<file path="config.mk">
export PLATFORM = sky130hd
export DESIGN_NAME = keypad_scan_entry
export DESIGN_NICKNAME = d
export VERILOG_FILES = /design/src/rtl/keypad_scan_entry.sv
export SDC_FILE = /design/constraint.sdc
export NUM_CORES = 1
export LEC_CHECK = 0
export CORE_MARGIN = 4
export CORE_UTILIZATION = 54
export CTS_CLUSTER_SIZE = 30
export DETAILED_ROUTE_END_ITERATION = 8
export PLACE_DENSITY = 0.8
export SKIP_LAST_GASP = 1
export SLEW_MARGIN = 20
export SYNTH_ARGS = -nofsm -noshare
export SYNTH_HDL_FRONTEND = slang
export SYNTH_SLANG_ARGS = --single-unit
</file>
<file path="constraint.sdc">
create_clock -name clk -period 2.71 [get_ports clk]
set_input_delay 0.542 -clock clk [delete_from_list [all_inputs] [get_ports clk]]
set_output_delay 0.542 -clock clk [all_outputs]
set_load 0.02 [all_outputs]
</file>
<file path="src/rtl/keypad_scan_entry.sv">
// keypad_scan_entry: 4x4 keypad column scanner with debounce, key decode and 4-digit shift-in entry register; define KEYPAD_REPEAT_EN for auto-repeat while held
module keypad_scan_entry #(
  parameter int DEBOUNCE_TICKS = 4,
  parameter int REPEAT_TICKS = 250
) (
  input  logic       clk,
  input  logic       reset_n,
  input  logic       clk_enable,
  input  logic [3:0] rows,
  output logic [3:0] cols,
  output logic       key_valid,
  output logic [3:0] key_code,
  output logic [3:0] digit0,
  output logic [3:0] digit1,
  output logic [3:0] digit2,
  output logic [3:0] digit3
);
  localparam int CW = $clog2(DEBOUNCE_TICKS);
  localparam logic [CW-1:0] DB_ACC = CW'(DEBOUNCE_TICKS - 2);
  localparam logic [CW-1:0] DB_LAST = CW'(DEBOUNCE_TICKS - 1);
  // nibble (row*4 + col) holds the code printed on that key
  localparam logic [63:0] KEY_MAP = 64'hDF0E_C987_B654_A321;
  typedef enum logic [1:0] {SCAN, DEBOUNCE, HELD} state_t;
  state_t state;
  logic [3:0] rows_m, rows_s, row_cap, code;
  logic [1:0] col_idx, row_idx;
  logic [CW-1:0] cnt;
  logic idle, match, fire_acc, fire_rep;
  assign cols = ~(4'b0001 << col_idx);
  // two-flop synchronizer for the asynchronous row lines
  always_ff @(posedge clk) begin
    if (!reset_n) begin
      rows_m <= 4'hF;
      rows_s <= 4'hF;
    end else begin
      rows_m <= rows;
      rows_s <= rows_m;
    end
  end
  // row match flags, lowest-row-wins decode and the acceptance strobe
  always_comb begin
    idle = rows_s == 4'hF;
    match = rows_s == row_cap;
    row_idx = !row_cap[0] ? 2'd0 : !row_cap[1] ? 2'd1 : !row_cap[2] ? 2'd2 : 2'd3;
    code = KEY_MAP[{row_idx, col_idx, 2'b00} +: 4];
    fire_acc = clk_enable && state == DEBOUNCE && match && cnt == DB_ACC;
  end
  // scan / debounce / hold sequencing, advancing only on scan ticks
  always_ff @(posedge clk) begin
    if (!reset_n) begin
      state <= SCAN;
      col_idx <= 2'd0;
      row_cap <= 4'hF;
      cnt <= '0;
    end else if (clk_enable) begin
      case (state)
        SCAN:
          if (idle) col_idx <= col_idx + 2'd1;
          else begin
            row_cap <= rows_s;
            cnt <= '0;
            state <= DEBOUNCE;
          end
        DEBOUNCE:
          if (!match) begin
            state <= SCAN;
            col_idx <= col_idx + 2'd1;
          end else if (cnt == DB_ACC) begin
            state <= HELD;
            cnt <= '0;
          end else cnt <= cnt + 1'b1;
        HELD:
          if (!idle) cnt <= '0;
          else if (cnt == DB_LAST) begin
            state <= SCAN;
            col_idx <= col_idx + 2'd1;
            cnt <= '0;
          end else cnt <= cnt + 1'b1;
        default: state <= SCAN;
      endcase
    end
  end
`ifdef KEYPAD_REPEAT_EN
  localparam int RW = $clog2(2 * REPEAT_TICKS);
  localparam logic [RW-1:0] RP_FIRST = RW'(2 * REPEAT_TICKS - 1);
  localparam logic [RW-1:0] RP_NEXT = RW'(REPEAT_TICKS);
  logic [RW-1:0] rep_cnt;
  assign fire_rep = clk_enable && state == HELD && match && rep_cnt == RP_FIRST;
  // ticks since acceptance (or last repeat), restarted by release or a pattern change
  always_ff @(posedge clk) begin
    if (!reset_n || state != HELD) rep_cnt <= '0;
    else if (clk_enable) rep_cnt <= !match ? '0 : fire_rep ? RP_NEXT : rep_cnt + 1'b1;
  end
`else
  assign fire_rep = 1'b0;
`endif
  // accepted key: pulse, latch its code and apply it to the entry register
  always_ff @(posedge clk) begin
    if (!reset_n) begin
      key_valid <= 1'b0;
      key_code <= 4'h0;
      digit0 <= 4'h0;
      digit1 <= 4'h0;
      digit2 <= 4'h0;
      digit3 <= 4'h0;
    end else begin
      key_valid <= fire_acc || fire_rep;
      if (fire_acc || fire_rep) begin
        key_code <= code;
        if (code <= 4'd9) begin
          digit3 <= digit2;
          digit2 <= digit1;
          digit1 <= digit0;
          digit0 <= code;
        end else if (code == 4'hE) begin
          digit0 <= 4'h0;
          digit1 <= 4'h0;
          digit2 <= 4'h0;
          digit3 <= 4'h0;
        end
      end
    end
  end
endmodule

</file>
==> impl_metrics.py <==
metrics = {
    "status": {
        "run_status": "finished clean",
    },
    "drt": {
        "dr.pass1.iters": 4,
        "vias_per_cell": 5.56,
        "drt_iter0_markers": 164,
        "ant_nets": 0,
        "wirelength_mm": 4.27,
        "vias": 1757,
        "wire_per_inst_um": 13.5,
        "drc_errors": 0,
    },
    "logic_synthesis": {
        "netlist_area_um2": 2130,
        "syn_avg_cell_area_um2": 8.92,
        "synth_top_cell_area_share_pct": 36.6,
        "ys_ff_latch": 39,
        "yosysSeqAreaShare_pct": 36.6,
        "netlist_instances": 239,
        "yosysWarnings": 0,
        "synth.largest_area_cell": "dfxtp_1",
        "synth.distinct_cells": 48,
        "synthTopCellsByArea": "dfxtp_1 37%, ha_1 8.8%, nand3_1 5.6%",
        "syn-num-nets": 261,
    },
    "power": {
        "p_clk_share_pct": 35.8,
        "ir_worst_vdd_mv": 0.421,
        "power_per_cell_area_nw_per_um2": 540,
        "power_frac_seq_pct": 43.5,
        "intPower_mw": 0.996,
        "p_leak_nw": 0.971,
        "swShare_pct": 28.1,
        "switchingPower_mw": 0.389,
        "p_comb_share_pct": 20.7,
    },
    "global_routing": {
        "grt_pass1_wl_mm": 7.20,
        "grt_antenna_before_repair": 0,
        "grt_overflow": 0,
        "track_usage_pct": 17.4,
        "grt_max_degree": 46,
        "grt_pass1_vias": 1623,
    },
    "die": {
        "start_util_pct": 57.0,
        "fp-row-count": 22,
        "core_area_um2": 3740,
        "die_area_um2": 5020,
        "die_h_um": 70.8,
        "die_w_um": 70.8,
        "io_pins": 32,
    },
    "sta": {
        "fin_crit_ns": 2.33,
        "tns_ns": 0,
        "fin_crit_sh_pct": 86.1,
        "hold_viol": 0,
        "final_max_slew_viol_count": 0,
        "tightest_slew_ns": 0.522,
        "rsz0062_at_grt": "no",
        "slew_headroom_pct": 64.9,
        "fmax_ghz": 0.428,
        "setup_viol": 0,
        "skew_ns": 0.00481,
    },
    "min_path": {
        "hp-class": "reg2reg",
    },
    "finish": {
        "diodes": 0,
        "layout-drive-gt1-share_pct": 10.8,
        "num-nets-final": 289,
        "fill_cells": 323,
        "post-route-util_pct": 68.5,
        "final_common_cell": "dfxtp_1",
        "layout_common_cells": "39 x dfxtp_1, 32 x nand2_1, 31 x clkdlybuf4s50_1",
        "area_delta_synth_final_pct": 20.2,
        "seq_area_um2": 781,
        "design_area_um2": 2560,
        "multi_input_area_um2": 1210,
    },
    "flow_run": {
        "maxCapViolCount": 0,
    },
    "placed_design": {
        "gp_congestion": 0.822,
        "placed_cell_area_um2": 2450,
        "port_buffers": 31,
        "dp_hpwl_mm": 3.04,
    },
    "clocking": {
        "cts_htree_levels": 2,
        "hold_buffers": 0,
        "cts_setup_buffers": 0,
        "clock_sinks": 39,
        "cts_tree": "done",
        "ctsRootBufferMaster": "clkbuf_8",
        "clockBufferDepth": 2,
        "clkLatencyLatePin_ns": 0.29,
        "cts_resized": 0,
        "clk_pin_slew_worst_paths_ns": 0.07,
        "numCtsBuffers": 5,
    },
    "critical_path": {
        "worst_ep_required_time_ns": 2.17,
        "end_kind": "primary output",
        "worstSetupStartpointType": "register",
        "worstPathMaxFanout": 7,
        "critPathKind": "reg2out",
        "crit_arrival_ns": 1.79,
    },
}
[per-stage QoR]
step / instances / worst slack [ns] / hold slack, ns / total power [mW]
6_report: 316 / 0.376 / 0.408 / 1.38
4_1_cts: 316 / 0.362 / 0.410 / 1.40
5_1_grt: 316 / 0.263 / 0.414 / 1.44
2_1_floorplan: 239 / 0.720 / 0.386 / 0.837
3_3_place_gp: 308 / 0.508 / 0.388 / 0.892
3_5_place_dp: 308 / 0.462 / 0.394 / 0.899
[synthesized netlist by cell type (all sizes together)]
cell    count
o221ai      1
nor2        7
nor2b       1
o22ai       1
and3        1
nand3      24
nand2b     11
nand4       8
inv        15
ha         15
o221a       1
and2        1
nand2      34
nor3b       1
or3         7
o21a        2
xnor2       5
dfxtp      39
nor3        2
or2         2
o211ai     11
mux2i       6
a21oi       8
or3b        2
o21ai       6
clkbuf      7
a31oi       4
a21o        1
and3b       1
and4        1
a211oi      1
buf         7
a221oi      1
o31ai       1
a32oi       2
mux2        2
[layer usage]
| layer | track usage [%] | vias to the layer above | part of all wire, % |
|---|---|---|---|
| met4 | 4.38 | 0 | 1.1 |
| li1 | - | 888 | - |
| met1 | 23.6 | 813 | 47 |
| met3 | 3.84 | 5 | 5.2 |
| met5 | 0 | - | 0 |
| met2 | 28.2 | 51 | 47 |
[kinds of logic after synthesis]
| logic type | count (synthesis) | share of synthesized area, % |
|---|---|---|
| adder cells (fa/ha/maj) | 15 | 8.80 |
| buffers and inverters | 29 | 6.69 |
| AO/OA/AOI/OAI | 40 | 15.0 |
| XOR/XNOR | 5 | 3.11 |
| AND/OR/NAND/NOR | 103 | 25.6 |
| flip-flops | 39 | 36.6 |
| multiplexers | 8 | 4.23 |
[power groups by stage]
| stage | registers [mW] | clock network [mW] | logic (mW) |
|---|---|---|---|
| after global placement | 0.615 | 0 | 0.278 |
| after detailed placement | 0.616 | 0 | 0.283 |
| after CTS | 0.602 | 0.508 | 0.286 |
| final | 0.602 | 0.496 | 0.286 |
| after global routing | 0.604 | 0.523 | 0.314 |
| after floorplan | 0.610 | 0 | 0.227 |
[registers in the layout (all words and copies together) (netlist names)]
signal,count
digit0,4
digit1,4
digit2,4
digit3,4
key_code,4
row_cap,4
rows_m,4
rows_s,4
cnt,2
col_idx,2
state,2
key_valid,1
[layout make-up]
class                   instances  area share [%]
multi-input cells             171            47.1
flip-flops and latches         39            30.5
repair buffers                 35            13.3
clock buffers                   6            3.22
well taps                      48            2.34
inverters                      15            2.20
clock inverters                 2            1.37
[worst max-delay path, cell delays in order, from the launching register on]
cell	delay, ns
dfxtp_1	0.45
inv_1	0.14
ha_1	0.26
inv_1	0.07
clkdlybuf4s50_1	0.59
[final timing paths]
path                            cells past startpoint  slack, ns         to  startpoint
worst max-delay path                                4       0.38    cols[0]  col_idx[0]
worst min-delay path                                1       0.41  rows_s[3]   rows_m[3]
worst max register to register                      7       0.41  digit1[3]  col_idx[0]
worst min register to register                      1       0.41  rows_s[3]   rows_m[3]
No activity file was read; power rests on OpenSTA's default activity.
